[config.mk]
export PLATFORM = sky130hd
export DESIGN_NAME = dmem_port_arbiter
export DESIGN_NICKNAME = d
export VERILOG_FILES = /design/src/rtl/dmem_port_arbiter_pkg.sv /design/src/rtl/dmem_port_arbiter_rd_tracker.sv /design/src/rtl/dmem_port_arbiter.sv
export SDC_FILE = /design/constraint.sdc
export NUM_CORES = 1
export LEC_CHECK = 0
export ABC_AREA = 1
export BUFFER_PORTS_ARGS = -buffer_cell sky130_fd_sc_hd__buf_4
export CORE_AREA = 2 2 121 123
export CTS_CLUSTER_SIZE = 25
export DETAILED_ROUTE_END_ITERATION = 10
export DIE_AREA = 0 0 123 125
export PLACE_DENSITY = 0.48
export SKIP_CTS_REPAIR_TIMING = 1
export SYNTH_ARGS = -nofsm -noshare
export SYNTH_HDL_FRONTEND = slang
export SYNTH_SLANG_ARGS = --single-unit
[constraint.sdc]
create_clock -name clk -period 3.1 [get_ports clk]
set_input_delay 0.93 -clock clk [delete_from_list [all_inputs] [get_ports clk]]
set_output_delay 0.93 -clock clk [all_outputs]
set_load 0.01 [all_outputs]
[src/rtl/dmem_port_arbiter_pkg.sv]
// Shared constants for the DMEM port arbiter: FSM encodings, address
// alignment and byte-mark values.
package dmem_port_arbiter_pkg;

   localparam logic [0:0] S_PIPE = 1'b0;
   localparam logic [0:0] S_EXT  = 1'b1;

   localparam logic [31:0] DMEM_ALIGN_MASK = 32'hFFFF_FFFC;

   localparam logic [3:0] BM_NONE = 4'b0000;
   localparam logic [3:0] BM_WORD = 4'b1111;

   // DMEM is word addressed; the low two byte-address bits are dropped.
   function automatic logic [31:0] word_align(input logic [31:0] addr);
      return addr & DMEM_ALIGN_MASK;
   endfunction

endpackage

[src/rtl/dmem_port_arbiter_rd_tracker.sv]
// Remembers who owns the read issued last cycle and steers the
// 1-cycle-latency DMEM read data to that requester.
module dmem_rd_tracker
   import dmem_port_arbiter_pkg::*;
(
   input  logic        clk,
   input  logic        rst,
   input  logic        rd_grant_i,
   input  logic        rd_ext_i,
   input  logic [31:0] dmem_data_i,
   output logic        ext_rvalid_o,
   output logic [31:0] ext_rdata_o,
   output logic [31:0] pipe_rdata_o
);

   logic rd_pend_q, rd_pend_d;
   logic rd_owner_q, rd_owner_d;

   // Next tag: a granted read is pending next cycle, owned by ext or pipe.
   always_comb begin
      rd_pend_d  = rd_grant_i;
      rd_owner_d = rd_grant_i & rd_ext_i;
   end

   // Tag flops; reset drops any response still in flight.
   always_ff @(posedge clk or posedge rst) begin
      if (rst) begin
         rd_pend_q  <= 1'b0;
         rd_owner_q <= 1'b0;
      end else begin
         rd_pend_q  <= rd_pend_d;
         rd_owner_q <= rd_owner_d;
      end
   end

   // Response steering; the pipeline always sees the raw word.
   always_comb begin
      ext_rvalid_o = rd_pend_q & rd_owner_q;
      ext_rdata_o  = ext_rvalid_o ? dmem_data_i : 32'h0;
      pipe_rdata_o = dmem_data_i;
   end

endmodule

[src/rtl/dmem_port_arbiter.sv]
// Arbitrates the single DMEM port between the pipeline MEM stage (primary)
// and an external valid/ready requester, with starvation relief and
// locked external bursts.
//
//  state  | meaning
//  S_PIPE | pipeline has priority; ext wins when pipe idle or starved
//  S_EXT  | locked external burst owns the port
module dmem_port_arbiter
   import dmem_port_arbiter_pkg::*;
#(
   parameter int unsigned MAX_WAIT = 4,
   parameter int unsigned MAX_LOCK = 8
) (
   input  logic        clk,
   input  logic        rst,
   input  logic        pipe_req_i,
   input  logic        pipe_we_i,
   input  logic [31:0] pipe_addr_i,
   input  logic [31:0] pipe_wdata_i,
   input  logic [3:0]  pipe_bmask_i,
   output logic        pipe_stall_o,
   output logic [31:0] pipe_rdata_o,
   input  logic        ext_valid_i,
   output logic        ext_ready_o,
   input  logic        ext_we_i,
   input  logic        ext_lock_i,
   input  logic [31:0] ext_addr_i,
   input  logic [31:0] ext_wdata_i,
   input  logic [3:0]  ext_bmask_i,
   output logic        ext_rvalid_o,
   output logic [31:0] ext_rdata_o,
   output logic [31:0] DMEM_add_o,
   output logic [3:0]  DMEM_byte_mark_o,
   output logic [31:0] DMEM_data_write_o,
   output logic        DMEM_rd_o,
   input  logic [31:0] DMEM_data_i
);

   localparam logic [3:0] MAX_WAIT_C = 4'(MAX_WAIT);
   localparam logic [3:0] MAX_LOCK_C = 4'(MAX_LOCK);

   logic [0:0] state_q, state_d;
   logic [3:0] wait_cnt_q, wait_cnt_d;
   logic [3:0] lock_cnt_q, lock_cnt_d;
   logic [3:0] lock_beats;
   logic       ext_grant;
   logic       pipe_grant;
   logic       rd_grant;

   // Grant decision and burst tracking. lock_cnt counts beats already
   // granted in the burst, so a burst never exceeds MAX_LOCK beats in total.
   always_comb begin
      state_d    = state_q;
      lock_cnt_d = lock_cnt_q;
      ext_grant  = 1'b0;
      lock_beats = lock_cnt_q + 4'd1;
      case (state_q)
         S_PIPE: begin
            ext_grant  = ext_valid_i & (~pipe_req_i | (wait_cnt_q == MAX_WAIT_C));
            lock_cnt_d = 4'd0;
            if (ext_grant && ext_lock_i && (MAX_LOCK_C > 4'd1)) begin
               state_d    = S_EXT;
               lock_cnt_d = 4'd1;
            end
         end
         S_EXT: begin
            ext_grant = ext_valid_i;
            if (ext_valid_i && ext_lock_i && (lock_beats < MAX_LOCK_C)) begin
               lock_cnt_d = lock_beats;
            end else begin
               state_d    = S_PIPE;
               lock_cnt_d = 4'd0;
            end
         end
         default: begin
            state_d    = S_PIPE;
            lock_cnt_d = 4'd0;
         end
      endcase
   end

   // Starvation counter: counts blocked ext cycles, saturating at MAX_WAIT.
   always_comb begin
      wait_cnt_d = 4'd0;
      if (ext_valid_i && !ext_grant) begin
         wait_cnt_d = (wait_cnt_q == MAX_WAIT_C) ? wait_cnt_q : wait_cnt_q + 4'd1;
      end
   end

   // Handshake and DMEM drive from whichever requester holds the grant.
   always_comb begin
      pipe_grant        = pipe_req_i & ~ext_grant;
      ext_ready_o       = ext_grant;
      pipe_stall_o      = pipe_req_i & ext_grant;
      DMEM_add_o        = 32'h0;
      DMEM_data_write_o = 32'h0;
      DMEM_byte_mark_o  = BM_NONE;
      DMEM_rd_o         = 1'b0;
      if (ext_grant) begin
         DMEM_add_o        = word_align(ext_addr_i);
         DMEM_data_write_o = ext_wdata_i;
         DMEM_byte_mark_o  = ext_we_i ? ext_bmask_i : BM_NONE;
         DMEM_rd_o         = ~ext_we_i;
      end else if (pipe_grant) begin
         DMEM_add_o        = word_align(pipe_addr_i);
         DMEM_data_write_o = pipe_wdata_i;
         DMEM_byte_mark_o  = pipe_we_i ? pipe_bmask_i : BM_NONE;
         DMEM_rd_o         = ~pipe_we_i;
      end
      rd_grant = (ext_grant & ~ext_we_i) | (pipe_grant & ~pipe_we_i);
   end

   // Arbiter state and counters.
   always_ff @(posedge clk or posedge rst) begin
      if (rst) begin
         state_q    <= S_PIPE;
         wait_cnt_q <= 4'd0;
         lock_cnt_q <= 4'd0;
      end else begin
         state_q    <= state_d;
         wait_cnt_q <= wait_cnt_d;
         lock_cnt_q <= lock_cnt_d;
      end
   end

   dmem_rd_tracker u_rd_tracker (
      .clk          (clk),
      .rst          (rst),
      .rd_grant_i   (rd_grant),
      .rd_ext_i     (ext_grant),
      .dmem_data_i  (DMEM_data_i),
      .ext_rvalid_o (ext_rvalid_o),
      .ext_rdata_o  (ext_rdata_o),
      .pipe_rdata_o (pipe_rdata_o)
   );

endmodule

* Word level (Yosys, flattened, before mapping)
Index checks and enable logic that the tools add are counted.
** Storage, ports and cells
- Logic and storage cells :: 49
- Input port bits :: 175
- Flip-flop bits (word level) :: 11
** Operators by class
- $lt $le $gt $ge :: 1
- Bitwise logic cells :: 14
- Equal/unequal tests :: 2
- Reductions and logical operators :: 5
- Add/sub/neg operators :: 2
- Multiplexer cells :: 20
** Operator list (count)
- $mux 32 :: 5
- $mux 4 :: 7
- $add 4x1->4 const B :: 2
- $pmux 4 s2 :: 1
- $and 1x1->1 :: 7
- $mux 1 :: 5
- $not 1->1 :: 5
- $eq 4x3->1 const B :: 1
- $logic_and 1x1->1 :: 4
- $lt 4x4->1 const B :: 1
- $pmux 1 s2 :: 2
- $ne 2x2->1 const B :: 1
- $or 1x1->1 :: 2
- $logic_not 1->1 :: 1

* Longest topological paths before layout
- Depth in word-level cells :: 9
- Gate-level depth with buffers :: 9
- Gate-level depth less buffers :: 8

* Cells and area by module
A second synthesis with hierarchy kept.
** Second synthesis, totals
- Cells, all modules :: 399
- Area total of the unflattened synthesis :: 2284.7 um^2
** By module, submodules not included
- dmem_port_arbiter :: seq. area each 225.2 um^2, area each 1626.6 um^2, cells each 293, instances 1
- dmem_rd_tracker :: seq. area each 50.0 um^2, area each 658.1 um^2, cells each 106, instances 1

* Worst setup path after synthesis
OpenSTA, ideal clock, no wires.
- Kind :: input -> output
- Start point :: input pipe_req_i
- End point :: output DMEM_add_o[24]
- Stages on the path :: 5
- Slack :: 540 ps
- Data arrival time :: 1630 ps
- Cells stage by stage :: buf_2 buf_2 buf_2 nand3_1 nand2_1
** On the way
- Cells in the longest elaborated chain, start to end :: 8
** Ends and longest elaborated chain
- start: declaration :: line dmem_port_arbiter.sv:16 : input logic pipe_req_i,
- $not 1->1 :: line dmem_port_arbiter.sv:59 : ext_grant = ext_valid_i & (~pipe_req_i | (wait_cnt_q == MAX_WAIT_C));
- $or 1x1->1 :: line dmem_port_arbiter.sv:59
- $and 1x1->1 :: line dmem_port_arbiter.sv:59
- $pmux 1 s2 :: line dmem_port_arbiter.sv:57 : case (state_q)
- $not 1->1 :: line dmem_port_arbiter.sv:92 : pipe_grant = pipe_req_i & ~ext_grant;
- $and 1x1->1 :: line dmem_port_arbiter.sv:92
- $mux 32 :: line dmem_port_arbiter.sv:104 : end else if (pipe_grant) begin
- $mux 32 (*) :: line dmem_port_arbiter.sv:99 : if (ext_grant) begin
- end: declaration :: line dmem_port_arbiter.sv:32 : output logic [31:0] DMEM_add_o,
Mark *: on every way between the ends. The rest lies on a longest branch, timed or not.

* Final worst setup path
- Start point :: input pipe_req_i
- End point :: output DMEM_rd_o
** On the way
- Cells in the longest elaborated chain, start to end :: 8
** Ends and longest elaborated chain
- $not 1->1 :: line dmem_port_arbiter.sv:59
- $or 1x1->1 :: line dmem_port_arbiter.sv:59
- $and 1x1->1 :: line dmem_port_arbiter.sv:59
- $pmux 1 s2 :: line dmem_port_arbiter.sv:57
- $not 1->1 :: line dmem_port_arbiter.sv:92
- $and 1x1->1 :: line dmem_port_arbiter.sv:92
- $mux 1 :: line dmem_port_arbiter.sv:104
- $mux 1 (*) :: line dmem_port_arbiter.sv:99
- end: declaration :: line dmem_port_arbiter.sv:35 : output logic DMEM_rd_o,
Marks and branches as above.

==> metrics.json <==
{
  "status": {
    "run_status": "complete, no violations"
  },
  "cts": {
    "htreeDepth": 1,
    "cts.reportedPaths.clkPinSlew_ps": 40,
    "tritoncts": "built",
    "cts_max_path_buffers": 2,
    "numCtsBuffers": 3,
    "cts.sinks": 11,
    "cts.root.buffer_cell": "clkbuf_16",
    "clk_latency_ps": 240
  },
  "power_and_ir_drop": {
    "power_leakage_uw": 0.00274,
    "power.density_cell_area_mw_per_mm2": 228,
    "ir_drop_mv": 0.0938
  },
  "floorplanning": {
    "initial_utilization_pct": 15.3,
    "floorplan.die.width_um": 123,
    "die-area_sq_mm": 0.0154,
    "floorplan.rows": 44,
    "floorplan.die.height_um": 125,
    "coreArea_sq_mm": 0.0142,
    "floorplan.io_pins": 311
  },
  "global_route": {
    "number_of_global_route_vias_before_repair": 3255,
    "grt-ovfl-total": 0,
    "met2_usage_pct": 25.1,
    "groute.usage.overall_pct": 13.0,
    "grt_use_met1_pct": 14.5,
    "grt_pass1_wl_mm": 16.2,
    "grt_most_used_layer": "met2",
    "grt_antenna_before_repair": 0,
    "grt.met3_usage_pct": 2.28,
    "maximum_number_of_pins_on_one_net_before_global_route_repair": 44
  },
  "yosys": {
    "ys_dominant_reg_cell": "dfrtp_1",
    "synth_seq_area_share_pct": 12.7,
    "synthesis.yosys.warnings": 0,
    "post_synth_num_cell_types": 21,
    "synthDominantCellAreaShare_pct": 30.1,
    "yosys-top-cells-count": "131 x nand3_1, 78 x nand2_1, 50 x inv_1, 41 x nor2_1, 38 x buf_4",
    "synth-edff-count": 0,
    "synth.avg_cell_area_sq_um": 5.48,
    "post_synth_instance_area_sq_mm": 0.00218,
    "synth-async-reset-ratio_pct": 100,
    "ys_top_cells_by_area": "nand3_1 30%, nand2_1 13%, buf_4 13%",
    "ys_ff_latch": 11,
    "synth.largest_area_cell": "nand3_1",
    "synthMostInstantiatedCell": "nand3_1",
    "post_synth_inst_count": 397
  },
  "hold_path": {
    "hold_path_class": "reg2reg"
  },
  "sta": {
    "clock.fmax_mhz": 355,
    "period_needed_ps": 2820,
    "final-setup-viol-count": 0,
    "fin_worst_skew_ps": 3.42,
    "fin_tns_setup_ps": 0,
    "setup_repair_after_global_routing_missed_its_margin": "false",
    "min_period_over_period_pct": 91.0,
    "final-max-slew-violation-count": 0,
    "hold_violations": 0
  },
  "routing": {
    "average_wire_per_standard_cell_um": 13.3,
    "initial_detailed_routing_violation_count": 166,
    "via_count": 3465,
    "final_antenna_net_count": 0,
    "totalWireLength_mm": 11.1,
    "routed_via_density": 4.15,
    "remaining_drc_errors": 0,
    "drt_first_pass_iters": 4
  },
  "placement": {
    "final_gp_congestion": 0.853,
    "io_buffer_count": 304,
    "placed_cells_incl_taps": 830,
    "dp_hpwl_mm": 9.00
  },
  "critical_path": {
    "cp.buffers_inverters": 4,
    "critPathCaptureType": "output port",
    "timing.critical_path.slowest_cell_delay_ps": 200,
    "worst_path_max_delay_cell": "buf_12",
    "path_class": "in2out",
    "critical_path.startpoint_type": "primary input",
    "critical_path.top_delay_family": "buffers and inverters",
    "cp_max_fo": 33,
    "timing.critical_path.cells": "buf_4 -> nand3_4 -> nand2_4 -> buf_12 -> nand2_1 -> nand2_1 -> inv_1 -> buf_4",
    "arrival_ps": 1890,
    "critPathRequiredTime_ps": 2170
  },
  "finish": {
    "antenna_cells": 0,
    "drive_gt1_share_pct": 49.4,
    "post_layout_nonfiller_instances": 834,
    "nets": 829,
    "area_growth_syn_to_fin_pct": 105
  },
  "flow_run": {
    "max_capacitance_violation_count": 0
  }
}
==> placed cells by master (no fill, tap or decap), types with 2 or more instances in the layout <==
master     netlist  final
buf_4           38    310
clkbuf_16        0      3
conb_1           1      3
nand3_1        131    131
dfrtp_1         11     11
xor2_1           2      2
xnor2_1          2      2
nand2_1         78     78
buf_12           0      4
ha_1             3      3
nand4_1          5      5
nor2_1          41     41
inv_1           50     50
==> routing by layer <==
layer  part of all wire [%]  up-vias
met5                      0        -
met4                    1.2        0
met3                     10       10
met2                     52      201
met1                     36     1526
li1                       -     1728
==> where the power goes <==
part           switching [uW]  internal [uW]  total, uW
combinational             285            335        619
sequential               4.12            150        155
clock                    66.7            173        240
==> cell families (layout without fill, tap and decap cells) <==
family / count (synthesis) / count (layout) / share of synthesized area, %
buffers and inverters: 117 / 368 / 29.2
AND/OR/NAND/NOR: 259 / 259 / 54.2
XOR/XNOR: 4 / 4 / 1.61
other: 1 / 3 / 0.172
AO/OA/AOI/OAI: 2 / 2 / 0.460
flip-flops: 11 / 11 / 12.7
adder cells (fa/ha/maj): 3 / 3 / 1.73
==> metrics by stage <==
step | setup slack [ps] | instance area, sq um | util, % | power [uW] | hold slack, ps
after floorplan | 540 | 2180 | - | 429 | 452
after global placement | 270 | 4370 | 30.8 | 779 | 478
after detailed placement | 268 | 4370 | 30.8 | 783 | 506
after CTS | 262 | 4450 | 31.3 | 1030 | 512
after global routing | 178 | 4450 | 31.3 | 1080 | 535
final | 280 | 4450 | 31.3 | 1010 | 506
==> registers in the layout, indices dropped and copies added (netlist names) <==
signal	cells
u_rd_tracker.rd_pend_q	1
lock_cnt_q	4
wait_cnt_q	4
u_rd_tracker.rd_owner_q	1
state_q	1
==> path summary, 6_finish.rpt <==
path	from	cells after the start	to	slack, ps
worst max-delay path	pipe_req_i	8	DMEM_rd_o	280
worst min-delay path	wait_cnt_q[0]$_DFFE_PP0P_	1	wait_cnt_q[0]$_DFFE_PP0P_	510
worst max register to register	wait_cnt_q[0]$_DFFE_PP0P_	10	u_rd_tracker.rd_pend_q$_DFF_PP0_	1460
worst min register to register	wait_cnt_q[0]$_DFFE_PP0P_	1	wait_cnt_q[0]$_DFFE_PP0P_	510
max in group asynchronous	rst	2	lock_cnt_q[3]$_DFF_PP0_	2100
min in group asynchronous	rst	2	wait_cnt_q[2]$_DFFE_PP0P_	700
==> cell type report <==
class | count | area (sq um)
sequential | 11 | 275
timing repair buffer | 314 | 2410
tap | 184 | 230
fill | 1554 | 9750
multi-input combinational | 271 | 1270
inverter | 50 | 188
clock buffer | 4 | 78.8
No activity file was read; power rests on OpenSTA's default activity.
